==> config.mk <==
export PLATFORM = sky130hd
export DESIGN_NAME = frame_capture_ctrl
export DESIGN_NICKNAME = d
export VERILOG_FILES = /design/src/rtl/frame_capture_ctrl.sv
export SDC_FILE = /design/constraint.sdc
export NUM_CORES = 1
export LEC_CHECK = 0
export CORE_MARGIN = 3
export CORE_UTILIZATION = 50
export CTS_CLUSTER_SIZE = 24
export DETAILED_ROUTE_END_ITERATION = 6
export GPL_ROUTABILITY_DRIVEN = 0
export PLACE_DENSITY = 0.73
export SYNTH_ARGS = -nofsm -noshare
export SYNTH_HDL_FRONTEND = slang
export SYNTH_SLANG_ARGS = --single-unit
==> constraint.sdc <==
create_clock -name clk -period 2.3 [get_ports clk]
set_clock_uncertainty 0.2 [all_clocks]
set_input_delay 0.69 -clock clk [delete_from_list [all_inputs] [get_ports clk]]
set_output_delay 0.69 -clock clk [all_outputs]
set_load 0.1 [all_outputs]
==> src/rtl/frame_capture_ctrl.sv <==
// Single-frame capture controller: waits for a frame start, converts active
// RGB888 pixels to RGB565 and streams them as linear-addressed frame-buffer
// writes, then flags completion at the following frame start.
module frame_capture_ctrl #(
  parameter int H_ACTIVE = 480,
  parameter int V_ACTIVE = 272,
  parameter int ADDR_W   = 17
) (
  input  logic              clk,
  input  logic              rst_n,
  input  logic              i_de,
  input  logic [23:0]       i_data,
  input  logic              vs_fall,
  input  logic              cap_req,
  output logic              cap_busy,
  output logic              cap_done,
  output logic              wr_en,
  output logic [ADDR_W-1:0] wr_addr,
  output logic [15:0]       wr_data,
  output logic [9:0]        pix_x,
  output logic [9:0]        pix_y,
  output logic              frame_err
);

  // One extra bit so a full frame count (which may equal 2^ADDR_W) fits.
  localparam int CNT_W = ADDR_W + 1;
  localparam logic [9:0]       H_LIM     = 10'(H_ACTIVE);
  localparam logic [9:0]       V_LIM     = 10'(V_ACTIVE);
  localparam logic [CNT_W-1:0] H_STEP    = CNT_W'(H_ACTIVE);
  localparam logic [CNT_W-1:0] PIX_TOTAL = CNT_W'(H_ACTIVE * V_ACTIVE);

  typedef enum logic [1:0] {IDLE, ARMED, CAPTURE, DONE} state_t;

  typedef struct packed {
    logic [ADDR_W-1:0] addr;
    logic [15:0]       data;
    logic [9:0]        x;
    logic [9:0]        y;
  } wr_beat_t;

  state_t state, state_nxt;

  logic [9:0]       x_cnt, y_cnt;
  logic [CNT_W-1:0] wr_cnt;     // pixels actually written this capture
  logic [CNT_W-1:0] addr_cnt;   // address of the next in-range pixel
  logic [CNT_W-1:0] line_base;  // address of column 0 on the current line
  logic             de_d;
  logic             line_seen;

  logic     enter_capture, cap_end, pix_vld, line_end, in_range;
  wr_beat_t beat;

  // Bits of the RGB888 input dropped by the RGB565 packing.
  logic unused_lsbs;
  assign unused_lsbs = ^{i_data[18:16], i_data[9:8], i_data[2:0]};

  assign enter_capture = (state == ARMED) && vs_fall;
  assign cap_end       = (state == CAPTURE) && vs_fall;
  // The terminating frame start abandons anything still on the bus.
  assign pix_vld       = (state == CAPTURE) && !vs_fall && i_de;
  assign line_end      = (state == CAPTURE) && !vs_fall && de_d && !i_de;
  assign in_range      = (x_cnt < H_LIM) && (y_cnt < V_LIM);

  assign beat.addr = addr_cnt[ADDR_W-1:0];
  assign beat.data = {i_data[23:19], i_data[15:10], i_data[7:3]};
  assign beat.x    = x_cnt;
  assign beat.y    = y_cnt;

  // State register.
  always_ff @(posedge clk or negedge rst_n) begin
    if (!rst_n) state <= IDLE;
    else        state <= state_nxt;
  end

  // Next-state: request arms, frame starts open and close the capture.
  always_comb begin
    state_nxt = state;
    case (state)
      IDLE:    if (cap_req) state_nxt = ARMED;
      ARMED:   if (vs_fall) state_nxt = CAPTURE;
      CAPTURE: if (vs_fall) state_nxt = DONE;
      DONE:    state_nxt = IDLE;
      default: state_nxt = IDLE;
    endcase
  end

  // Pixel position and address tracking; counters only move in CAPTURE.
  always_ff @(posedge clk or negedge rst_n) begin
    if (!rst_n) begin
      x_cnt     <= '0;
      y_cnt     <= '0;
      wr_cnt    <= '0;
      addr_cnt  <= '0;
      line_base <= '0;
      de_d      <= 1'b0;
      line_seen <= 1'b0;
    end else if (enter_capture) begin
      x_cnt     <= '0;
      y_cnt     <= '0;
      wr_cnt    <= '0;
      addr_cnt  <= '0;
      line_base <= '0;
      de_d      <= 1'b0;
      line_seen <= 1'b0;
    end else if ((state == CAPTURE) && !vs_fall) begin
      de_d <= i_de;
      if (pix_vld) begin
        line_seen <= 1'b1;
        // Saturate so an absurdly long line cannot wrap back into range.
        if (x_cnt != 10'h3FF) x_cnt <= x_cnt + 1'b1;
        if (in_range) begin
          addr_cnt <= addr_cnt + 1'b1;
          wr_cnt   <= wr_cnt + 1'b1;
        end
      end else if (line_end) begin
        x_cnt     <= '0;
        line_seen <= 1'b0;
        if (line_seen) begin
          if (y_cnt != 10'h3FF) y_cnt <= y_cnt + 1'b1;
          // Realign to the next row even if this line was short, so the
          // address always matches y*H_ACTIVE + x without a multiplier.
          if (y_cnt < V_LIM) begin
            line_base <= line_base + H_STEP;
            addr_cnt  <= line_base + H_STEP;
          end
        end
      end
    end
  end

  // Registered write port and pixel coordinates.
  always_ff @(posedge clk or negedge rst_n) begin
    if (!rst_n) begin
      wr_en   <= 1'b0;
      wr_addr <= '0;
      wr_data <= '0;
      pix_x   <= '0;
      pix_y   <= '0;
    end else begin
      wr_en <= pix_vld && in_range;
      if (pix_vld) begin
        wr_addr <= beat.addr;
        wr_data <= beat.data;
        pix_x   <= beat.x;
        pix_y   <= beat.y;
      end
    end
  end

  // Handshake and sticky error status.
  always_ff @(posedge clk or negedge rst_n) begin
    if (!rst_n) begin
      cap_busy  <= 1'b0;
      cap_done  <= 1'b0;
      frame_err <= 1'b0;
    end else begin
      cap_busy <= (state_nxt == ARMED) || (state_nxt == CAPTURE);
      cap_done <= cap_end;
      if ((state == IDLE) && cap_req)
        frame_err <= 1'b0;
      else if (pix_vld && !in_range)
        frame_err <= 1'b1;
      else if (cap_end && (wr_cnt != PIX_TOTAL))
        frame_err <= 1'b1;
    end
  end

endmodule
==> results.toml <==
[run_status]
status = "finished with violations"
violations = "hold timing"

[timing]
period_share_pct = 97.8
maxSlewViolCount = 0
slew_headroom_pct = 57.1
tightest_slew_ns = 0.637
clock.fmax_mhz = 444
final_hold_viol_count = 7
hold_slack_ns = -0.00516
rsz0062_at_grt = "true"
setup_viol = 0
fin_crit_ns = 2.25

[global_route]
globalRouteMet1Util_pct = 29.9
top_usage_layer = "met2"
grt_max_degree = 54
grt_use_total_pct = 24.5
grt.overflow.total = 0
grt.met2_usage_pct = 41.9
grt_pass1_vias = 5534
use_met3_pct = 5.14
grt_pass1_wl_mm = 26.3
antenna_found_initial = 0

[synth]
synth.avg_cell_area_um2 = 8.94
ys_seq_area_share_pct = 52.2
synth_seq_cells = 128
synthesis.instances = 687
async_reset_ff_share_pct = 100
synthDistinctLibCells = 59
synth_edf_count = 0
yosysWarningCount = 0
syn-num-nets = 722
ys.flop_type = "dfrtp_1"
synth.cell_area_um2 = 6140

[clock_tree]
cts_made_buffers = 17
cts_max_level = 4
cts-hold-fix-buffers = 0
cts.clk_slew.worst_paths_ns = 0.06
cts_buffer_depth = 2
root_buffer = "clkbuf_16"
cts_tree = "done"
clock_latency_ns = 0.42
cts.sinks = 128

[route]
num_vias = 5608
wl_mm = 16.1
viasPerCell = 5.84
wl_per_cell_um = 16.7
dr.pass1.iters = 7
drc = 0
drtIter0Drc = 460
ant_nets = 0

[critical_path]
path_cells = "o41a_1 > nor4b_4 > buf_4 > nand3_1 > or3_1 > a21oi_1"
crit_path_top_delay_cell = "o41a_1"
critical_path_arrival_ns = 2.40
slowest_delay_ns = 0.54
crit_required_ns = 2.45
crit_type = "flip-flop to flip-flop"
worst_setup_path_end_kind = "flip-flop"
crit_fanout = 4
path_delay_family = "simple AND/OR/NAND/NOR gates"
crit_buf_inv = 1
critPathLaunchType = "flip-flop"

[floorplan]
die_y_um = 117
start_util_pct = 52.4
fp-row-count = 39
fp.coreArea_um2 = 11700
fp.dieArea_um2 = 13600
ios = 86
die_w_um = 117

[cells_and_area]
final_cells = 961
nNetsFinal = 840
ff_latch_area_um2 = 3200
multiInputGateArea_um2 = 2830
drive_above_1_share_pct = 21.0
nFillCells = 790
n_antenna_cell = 0
final_util_pct = 74.9
areaGrowthSynthToFinish_pct = 42.8

[min_path]
holdCritPathClass = "input pin to asynchronous set/reset pin"

[job]
drv_cap = 0

[placed_design]
hpwl_mm = 10.8
dp.cells = 927
port-buffer-count = 77

[power]
peakVddDrop_mv = 0.723
power_leakage_nw = 4.07
powerDensity_nw_per_um2 = 1180
[per-layer routing]
metal,vias to the layer above,wire length (µm)
met3,39,940
li1,2631,-
met5,-,0
met4,0,402
met1,2719,6540
met2,219,8180
[cell usage after synthesis (2+ instances only)]
master | number | area (µm²)
a211o_1 | 2 | 17.5
a211oi_1 | 2 | 15.0
a21oi_1 | 27 | 135
a31oi_1 | 10 | 62.6
a41oi_1 | 2 | 17.5
and2_1 | 4 | 25.0
and3_1 | 8 | 50.1
and4_1 | 6 | 52.6
buf_1 | 3 | 11.3
buf_2 | 6 | 30.0
clkbuf_1 | 28 | 105
dfrtp_1 | 128 | 3200
ha_1 | 6 | 75.1
inv_1 | 14 | 52.6
mux2i_1 | 2 | 20.0
nand2_1 | 189 | 709
nand2b_1 | 3 | 18.8
nand3_1 | 22 | 110
nand3b_1 | 2 | 15.0
nand4_1 | 22 | 138
nor2_1 | 50 | 188
nor3_1 | 10 | 50.1
nor3b_1 | 2 | 15.0
nor4_1 | 6 | 37.5
o211ai_1 | 3 | 22.5
o21ai_0 | 27 | 135
o21ai_1 | 24 | 120
o22a_1 | 2 | 17.5
o22ai_1 | 4 | 25.0
o311ai_1 | 3 | 26.3
o31ai_1 | 7 | 52.6
o32a_1 | 4 | 40.0
or2_1 | 2 | 12.5
or3_1 | 6 | 37.5
or4_1 | 2 | 15.0
xnor2_1 | 7 | 61.3
xor2_1 | 20 | 175
[through the flow]
step / cell area, µm² / total power [mW] / setup slack [ns] / TNS, ns
2_1_floorplan: 6200 / 5.62 / -0.214 / -0.761
3_3_place_gp: 8050 / 7.33 / -0.668 / -50.37
3_5_place_dp: 8050 / 7.44 / -0.770 / -56.74
4_1_cts: 8740 / 10.4 / 0.0122 / 0
5_1_grt: 8770 / 10.8 / -0.0101 / -0.0427
6_report: 8770 / 10.4 / 0.0499 / 0
[cell usage in the layout, fill, tap and decap left out, drive strengths merged, types with 3 or more instances in the layout]
cell type	count
ha	6
clkbuf	18
o211ai	4
o32a	4
nor4	6
a21oi	27
nand4	22
dfrtp	128
xnor2	7
nand2b	3
inv	14
clkinv	6
clkinvlp	4
a31oi	10
buf	119
xor2	20
o22ai	4
nor2	50
clkdlybuf4s50	17
and4	6
or3	6
and3	8
o31ai	7
o311ai	4
and2	4
o21ai	51
nand2	189
nand3	22
bufinv	5
nor3	11
[repair_timing]
action,4_1_cts,5_1_grt
endpoints found under the setup margin,83,14
pin swaps,4,4
gates resized for setup,14,8
setup buffers,1,1
hold endpoints to repair,0,0
[worst paths after layout]
| kind | from | end | slack (ns) | cells after the start |
|---|---|---|---|---|
| setup / recovery | y_cnt[6]$_DFFE_PN0P_ | wr_cnt[14]$_DFFE_PN0P_ | 0.05 | 6 |
| hold / removal | rst_n | pix_x[0]$_DFFE_PN0P_ | -0.005 | 1 |
| setup reg to reg | y_cnt[6]$_DFFE_PN0P_ | wr_cnt[14]$_DFFE_PN0P_ | 0.05 | 6 |
| hold reg to reg | wr_cnt[12]$_DFFE_PN0P_ | wr_cnt[12]$_DFFE_PN0P_ | 0.33 | 2 |
| max in group asynchronous | rst_n | addr_cnt[2]$_DFFE_PN0P_ | 1.29 | 2 |
| min in group clk | wr_cnt[12]$_DFFE_PN0P_ | wr_cnt[12]$_DFFE_PN0P_ | 0.33 | 2 |
[cell type report]
class,instances,share of cell area (%)
Tap cell,143,2.04
Timing Repair Buffer,137,21.2
Sequential cell,128,36.5
Multi-Input combinational cell,507,32.2
Clock inverter,15,2.48
Inverter,14,0.599
Clock buffer,17,4.85
[registers in the layout, summed over array words and instances, names as in the netlist, 2 cells and up]
register and count:
pix_x 10, wr_data 16, pix_y 10, x_cnt 10, line_base 12, wr_cnt 18
y_cnt 10, addr_cnt 17, state 2, wr_addr 17
[kinds of logic (layout without fill, tap and decap cells)]
kind of cell,Yosys count,count (layout),synth area share (%)
AOI/OAI and AO/OA,128,128,13.3
muxes,3,3,0.510
buffers and inverters,52,183,3.42
xor gates and xnor gates,27,27,3.85
adders and majority gates,6,6,1.22
DFF,128,128,52.2
and+or+nand+nor,343,343,25.5
[power by group]
group	switching, mW	internal [mW]
Clock	1.02	1.91
Combinational	2.81	1.56
Sequential	0.452	2.63
Total	4.28	6.10
(Power assumes the default switching activity.)
